--- config.mk ---
export PLATFORM = sky130hd
export DESIGN_NAME = alu_operand_fetch
export DESIGN_NICKNAME = d
export VERILOG_FILES = /design/src/rtl/alu_pkg.sv /design/src/rtl/alu_regfile.sv /design/src/rtl/alu_operand_fetch.sv
export SDC_FILE = /design/constraint.sdc
export NUM_CORES = 2
export LEC_CHECK = 0
export BUFFER_PORTS_ARGS = -buffer_cell sky130_fd_sc_hd__buf_2
export CAP_MARGIN = 10
export CORE_ASPECT_RATIO = 0.9
export CORE_UTILIZATION = 35
export DETAILED_ROUTE_END_ITERATION = 16
export PLACE_DENSITY = 0.49
export SYNTH_ARGS = -nofsm -noshare
export SYNTH_HDL_FRONTEND = slang
export SYNTH_SLANG_ARGS = --single-unit
--- constraint.sdc ---
create_clock -name clk -period 41.7 [get_ports clk]
set_clock_uncertainty 0.05 [all_clocks]
set_input_delay 4.17 -clock clk [delete_from_list [all_inputs] [get_ports clk]]
set_output_delay 4.17 -clock clk [all_outputs]
set_load 0.02 [all_outputs]
--- src/rtl/alu_pkg.sv ---
// Shared definitions for the ALU issue stage: opcodes, instruction field
// positions and the opcode legality check.
package alu_pkg;

  localparam logic [4:0] ADD  = 5'd4;
  localparam logic [4:0] SUB  = 5'd5;
  localparam logic [4:0] MUL  = 5'd6;
  localparam logic [4:0] DIV  = 5'd7;
  localparam logic [4:0] AND  = 5'd8;
  localparam logic [4:0] NAND = 5'd9;
  localparam logic [4:0] OR   = 5'd10;
  localparam logic [4:0] XOR  = 5'd11;
  localparam logic [4:0] CMP  = 5'd12;
  localparam logic [4:0] NOT  = 5'd13;

  localparam int unsigned OpLsb     = 0;
  localparam int unsigned OpMsb     = 4;
  localparam int unsigned RdLsb     = 5;
  localparam int unsigned RdMsb     = 9;
  localparam int unsigned Rs1Lsb    = 10;
  localparam int unsigned Rs1Msb    = 14;
  localparam int unsigned Rs2Lsb    = 15;
  localparam int unsigned Rs2Msb    = 19;
  localparam int unsigned ImmSelBit = 20;
  localparam int unsigned ImmLsb    = 21;
  localparam int unsigned ImmMsb    = 31;

  function automatic logic is_legal_op(input logic [4:0] op);
    case (op)
      ADD, SUB, MUL, DIV, AND, NAND, OR, XOR, CMP, NOT: return 1'b1;
      default:                                          return 1'b0;
    endcase
  endfunction

endpackage

--- src/rtl/alu_regfile.sv ---
// Register file with two asynchronous read ports and one synchronous write
// port; x0 reads as zero and ignores writes.
module alu_regfile #(
  parameter int unsigned WIDTH_DATA = 32,
  parameter int unsigned NUM_REGS   = 32,
  parameter int unsigned WIDTH_ADDR = 5
) (
  input  logic                  clk_i,
  input  logic                  rst_i,
  input  logic [WIDTH_ADDR-1:0] raddr_a_i,
  output logic [WIDTH_DATA-1:0] rdata_a_o,
  input  logic [WIDTH_ADDR-1:0] raddr_b_i,
  output logic [WIDTH_DATA-1:0] rdata_b_o,
  input  logic                  we_i,
  input  logic [WIDTH_ADDR-1:0] waddr_i,
  input  logic [WIDTH_DATA-1:0] wdata_i
);

  logic [WIDTH_DATA-1:0] regs_q [NUM_REGS];

  always_ff @(posedge clk_i or posedge rst_i) begin
    if (rst_i) begin
      for (int i = 0; i < NUM_REGS; i++) begin
        regs_q[i] <= '0;
      end
    end else if (we_i && (waddr_i != '0)) begin
      regs_q[waddr_i] <= wdata_i;
    end
  end

  assign rdata_a_o = (raddr_a_i == '0) ? '0 : regs_q[raddr_a_i];
  assign rdata_b_o = (raddr_b_i == '0) ? '0 : regs_q[raddr_b_i];

endmodule

--- src/rtl/alu_operand_fetch.sv ---
// Issue stage ahead of the ALU: decode, scoreboard hazard check, operand read
// and a one-entry output register. Define WB_BYPASS_EN to forward writeback data.
module alu_operand_fetch
  import alu_pkg::*;
#(
  parameter int unsigned WIDTH_DATA = 32,
  parameter int unsigned NUM_REGS   = 32,
  parameter int unsigned WIDTH_ADDR = 5
) (
  input  logic                  clk,
  input  logic                  rst,
  input  logic                  instr_valid,
  output logic                  instr_ready,
  input  logic [31:0]           instr,
  output logic                  out_valid,
  input  logic                  out_ready,
  output logic [WIDTH_DATA-1:0] operand_a,
  output logic [WIDTH_DATA-1:0] operand_b,
  output logic [4:0]            op_code,
  output logic [WIDTH_ADDR-1:0] out_rd,
  input  logic                  wb_valid,
  input  logic [WIDTH_ADDR-1:0] wb_addr,
  input  logic [WIDTH_DATA-1:0] wb_data,
  output logic                  illegal_op
);

  logic [4:0]            op;
  logic [WIDTH_ADDR-1:0] rd, rs1, rs2;
  logic                  imm_sel;
  logic [10:0]           imm11;
  logic [WIDTH_DATA-1:0] imm_ext;

  assign op      = instr[OpMsb:OpLsb];
  assign rd      = WIDTH_ADDR'(instr[RdMsb:RdLsb]);
  assign rs1     = WIDTH_ADDR'(instr[Rs1Msb:Rs1Lsb]);
  assign rs2     = WIDTH_ADDR'(instr[Rs2Msb:Rs2Lsb]);
  assign imm_sel = instr[ImmSelBit];
  assign imm11   = instr[ImmMsb:ImmLsb];
  assign imm_ext = {{(WIDTH_DATA-11){imm11[10]}}, imm11};

  logic [WIDTH_DATA-1:0] rf_a, rf_b;

  alu_regfile #(
    .WIDTH_DATA (WIDTH_DATA),
    .NUM_REGS   (NUM_REGS),
    .WIDTH_ADDR (WIDTH_ADDR)
  ) u_regfile (
    .clk_i     (clk),
    .rst_i     (rst),
    .raddr_a_i (rs1),
    .rdata_a_o (rf_a),
    .raddr_b_i (rs2),
    .rdata_b_o (rf_b),
    .we_i      (wb_valid),
    .waddr_i   (wb_addr),
    .wdata_i   (wb_data)
  );

  logic byp_a, byp_b;

`ifdef WB_BYPASS_EN
  assign byp_a = wb_valid && (wb_addr == rs1) && (rs1 != '0);
  assign byp_b = wb_valid && (wb_addr == rs2) && (rs2 != '0);
`else
  assign byp_a = 1'b0;
  assign byp_b = 1'b0;
`endif

  logic [NUM_REGS-1:0]   sb_q, sb_d;
  logic                  out_valid_q, out_valid_d;
  logic [WIDTH_DATA-1:0] opa_q, opa_d, opb_q, opb_d;
  logic [4:0]            op_q, op_d;
  logic [WIDTH_ADDR-1:0] rd_q, rd_d;
  logic                  illegal_q, illegal_d;

  logic legal, use_b, hazard, accept, fire;
  logic [WIDTH_DATA-1:0] src_a, src_b;

  assign legal = is_legal_op(op);
  // NOT is unary: rs2 neither read for hazards nor meaningful.
  assign use_b = ~imm_sel & (op != NOT);
  assign src_a = byp_a ? wb_data : rf_a;
  assign src_b = byp_b ? wb_data : rf_b;

  // A pending rd also stalls, keeping one op outstanding per register.
  assign hazard = legal & ((sb_q[rs1] & ~byp_a) | (use_b & sb_q[rs2] & ~byp_b) | sb_q[rd]);

  assign instr_ready = ~hazard & (~out_valid_q | out_ready);
  assign accept      = instr_valid & instr_ready;
  assign fire        = accept & legal;

  always_comb begin
    sb_d = sb_q;
    if (wb_valid) begin
      sb_d[wb_addr] = 1'b0;
    end
    if (fire) begin
      sb_d[rd] = 1'b1;
    end
    sb_d[0] = 1'b0;
  end

  always_comb begin
    out_valid_d = out_valid_q;
    opa_d       = opa_q;
    opb_d       = opb_q;
    op_d        = op_q;
    rd_d        = rd_q;
    if (fire) begin
      out_valid_d = 1'b1;
      opa_d       = src_a;
      opb_d       = imm_sel ? imm_ext : src_b;
      op_d        = op;
      rd_d        = rd;
    end else if (out_ready) begin
      out_valid_d = 1'b0;
    end
  end

  assign illegal_d = accept & ~legal;

  always_ff @(posedge clk or posedge rst) begin
    if (rst) begin
      sb_q        <= '0;
      out_valid_q <= 1'b0;
      opa_q       <= '0;
      opb_q       <= '0;
      op_q        <= '0;
      rd_q        <= '0;
      illegal_q   <= 1'b0;
    end else begin
      sb_q        <= sb_d;
      out_valid_q <= out_valid_d;
      opa_q       <= opa_d;
      opb_q       <= opb_d;
      op_q        <= op_d;
      rd_q        <= rd_d;
      illegal_q   <= illegal_d;
    end
  end

  assign out_valid  = out_valid_q;
  assign operand_a  = opa_q;
  assign operand_b  = opb_q;
  assign op_code    = op_q;
  assign out_rd     = rd_q;
  assign illegal_op = illegal_q;

endmodule

==> metrics <==
status=completed; Hold Buf Count CTS=0; total core area=0.167 sq mm; die footprint=0.171 sq mm; Slew @ Worst Pin=1.24 ns; synth unique cells=49; # IOs=151; Net Sw Frac=27.8%; finished layout cell area=0.0664 sq mm; sw power=931 uW; layout overhead on the synthesized area=12.1%; FMAX=0.0838 GHz; root buffer cell=clkbuf_16; hold path start=u_regfile.regs_q[1020]; final worst slack=29.76 ns; vias per inst=5.90; Syn Area/Cell=15.1 sq um; largest net degree at the start of global routing=170; Area after DPL=0.0619 sq mm; RSZ-0062 raised after global routing=false; Reg power frac=43.8%; required time of the critical path=37.48 ns; Max Cap Viol=0; Place WS=29.69 ns; Post-CTS Setup Bufs=0; Pwr per Cell Area=50.4 mW/mm^2; Worst EP arrival=7.72 ns; DRC=0; die height=392 um; Period minus WS final=11.94 ns; initial antenna violation count=19; worst reg2reg path startpoint=sb_q[21]; Clock Power Share=35.6%; Clock Latency Late Sink=0.77 ns; CP Max Fanout=60; die width=435 um; routed vias=36,489; count leader, synth=dfrtp_1; clock tree buffer depth=3; vias in the first global route=37,616; DRT iter0 DRCs=2,860; gr ovfl total=0; Post-Route WL=199,000 um; initial core utilization=35.4%; H-tree Lvls=4; #FFs+latches synth=1,131; share of layout cells above drive strength 1=53.4%; Slew headroom=17.1%; synthesized area=0.0592 sq mm; Final nets=3,909; CTS clk-pin slew, worst paths=0.05 ns; Routed wire per std cell=32.2 um; Post-DP HPWL=104,000 um; Final Hold Vio Count=0; kind of critical path=in -> out; number of fill cells in the layout=15,431; P_int=2420 uW; Worst R2R Setup Slack=38.02 ns; gpl congestion=0.800; Critical Path Start=instr[15]; Mapped Nets=3,990; Detailed Routing Iterations Pass 1=6; GRT Overall Usage=23.5%; register area share after synthesis=47.8%; Comb pwr share=20.6%; share of synthesized registers carrying an async set or reset=100%; clk sinks=1,131; post-synth top area cell=dfrtp_1; share of the synthesized area in the top cell type=47.8%; worst hold path class=reg -> reg; crit path capture type=output pin; antenna-violating nets left=0; period utilization=28.6%; top cells by area, synth=dfrtp_1 (48%), mux2_2 (21%), mux4_2 (20%); # port buffers=150; most instantiated cells after synthesis=dfrtp_1 (1,131), mux2_2 (1,109), mux4_2 (519); pins over their slew limit=0; setup_tns=0 ns; Worst VDD drop=0.0000301 V; predominant post-synthesis flop cell=dfrtp_1; yosys warns=0; CTS buffer count=137; global-route wire length before repair=289,000 um; Cell Rows=142; post-layout util=39.7%; Pleak=0.0284 uW; final-report setup violation count=0; PostCTS Resize Cnt=0; Post-synth EDFFs=0; Startpoint Class=primary input; CTS tree=yes; Synth Instances=3,916
[state kept, by name, summed over array words and instances (netlist names)]
signal / flops
illegal_op: 1
op_code: 5
operand_a: 32
operand_b: 32
out_rd: 5
out_valid: 1
sb_q: 31
u_regfile.regs_q: 1024
[per-layer routing]
layer | vias to the layer above | part of all wire (%) | track usage, %
met5 | - | 0.0065 | 0
met4 | 2 | 2.7 | 6.66
met3 | 284 | 4.5 | 3.24
met2 | 986 | 49 | 39.1
met1 | 20232 | 44 | 32.0
li1 | 14985 | - | -
[worst max-delay path: stages]
cell,delay [ns]
buf_8,0.49
buf_4,0.87
mux4_2,0.59
mux2_2,0.28
a2bb2oi_1,0.17
o211a_1,0.20
or3_1,0.40
a21boi_0,0.22
buf_2,0.19
[cell usage in the layout (no fill, tap or decap), drive strengths merged, types with 30 or more instances in the layout]
cell,count
mux2i,133
a211oi,60
o21ai,46
nand2b,33
buf,226
mux4,519
a32o,32
mux2,1119
nor2b,30
o22ai,43
clkbuf,208
nand2,43
dfrtp,1131
nor2,97
[layout make-up]
class                   instances  area (sq um)  area share [%]
clock inverters                41           389           0.586
clock buffers                 208          4040            6.09
multi-input cells            2320         29300            44.2
diodes                          4          10.0          0.0151
flip-flops and latches       1131         28300            42.6
inverters                      19          80.1           0.121
repair buffers                226          1460            2.19
well taps                    2232          2790            4.21
[kinds of logic after synthesis]
family / Yosys count / synth area share [%]
AO/OA/AOI/OAI: 304 / 3.72
buffers and inverters: 465 / 3.13
flip-flops: 1131 / 47.8
multiplexers: 1771 / 43.3
AND/OR/NAND/NOR: 245 / 2.06
[worst paths after layout]
path / to / cells past startpoint
worst max register to register: operand_a[16] / 8
worst min-delay path: u_regfile.regs_q[1020] / 0
worst max-delay path: instr_ready / 9
min in group asynchronous: u_regfile.regs_q[69] / 2
worst min register to register: u_regfile.regs_q[1020] / 0
max in group asynchronous: operand_a[28] / 6
[power by group through the flow]
stage | Combinational, uW | Sequential (uW) | Clock, uW
finish | 689 | 1470 | 1190
CTS | 696 | 1460 | 1220
global route | 737 | 1500 | 1270
global placement | 685 | 1480 | 0
detailed placement | 694 | 1480 | 0
floorplan | 499 | 1470 | 0
[stage by stage]
stage | hold slack, ns | power, uW | std cells
floorplan | 0.391 | 1970 | 3916
global placement | 0.331 | 2160 | 5928
detailed placement | 0.333 | 2180 | 5928
CTS | 0.346 | 3380 | 6177
global route | 0.360 | 3500 | 6180
finish | 0.346 | 3350 | 6181
No activity file was read; power rests on OpenSTA's default activity.
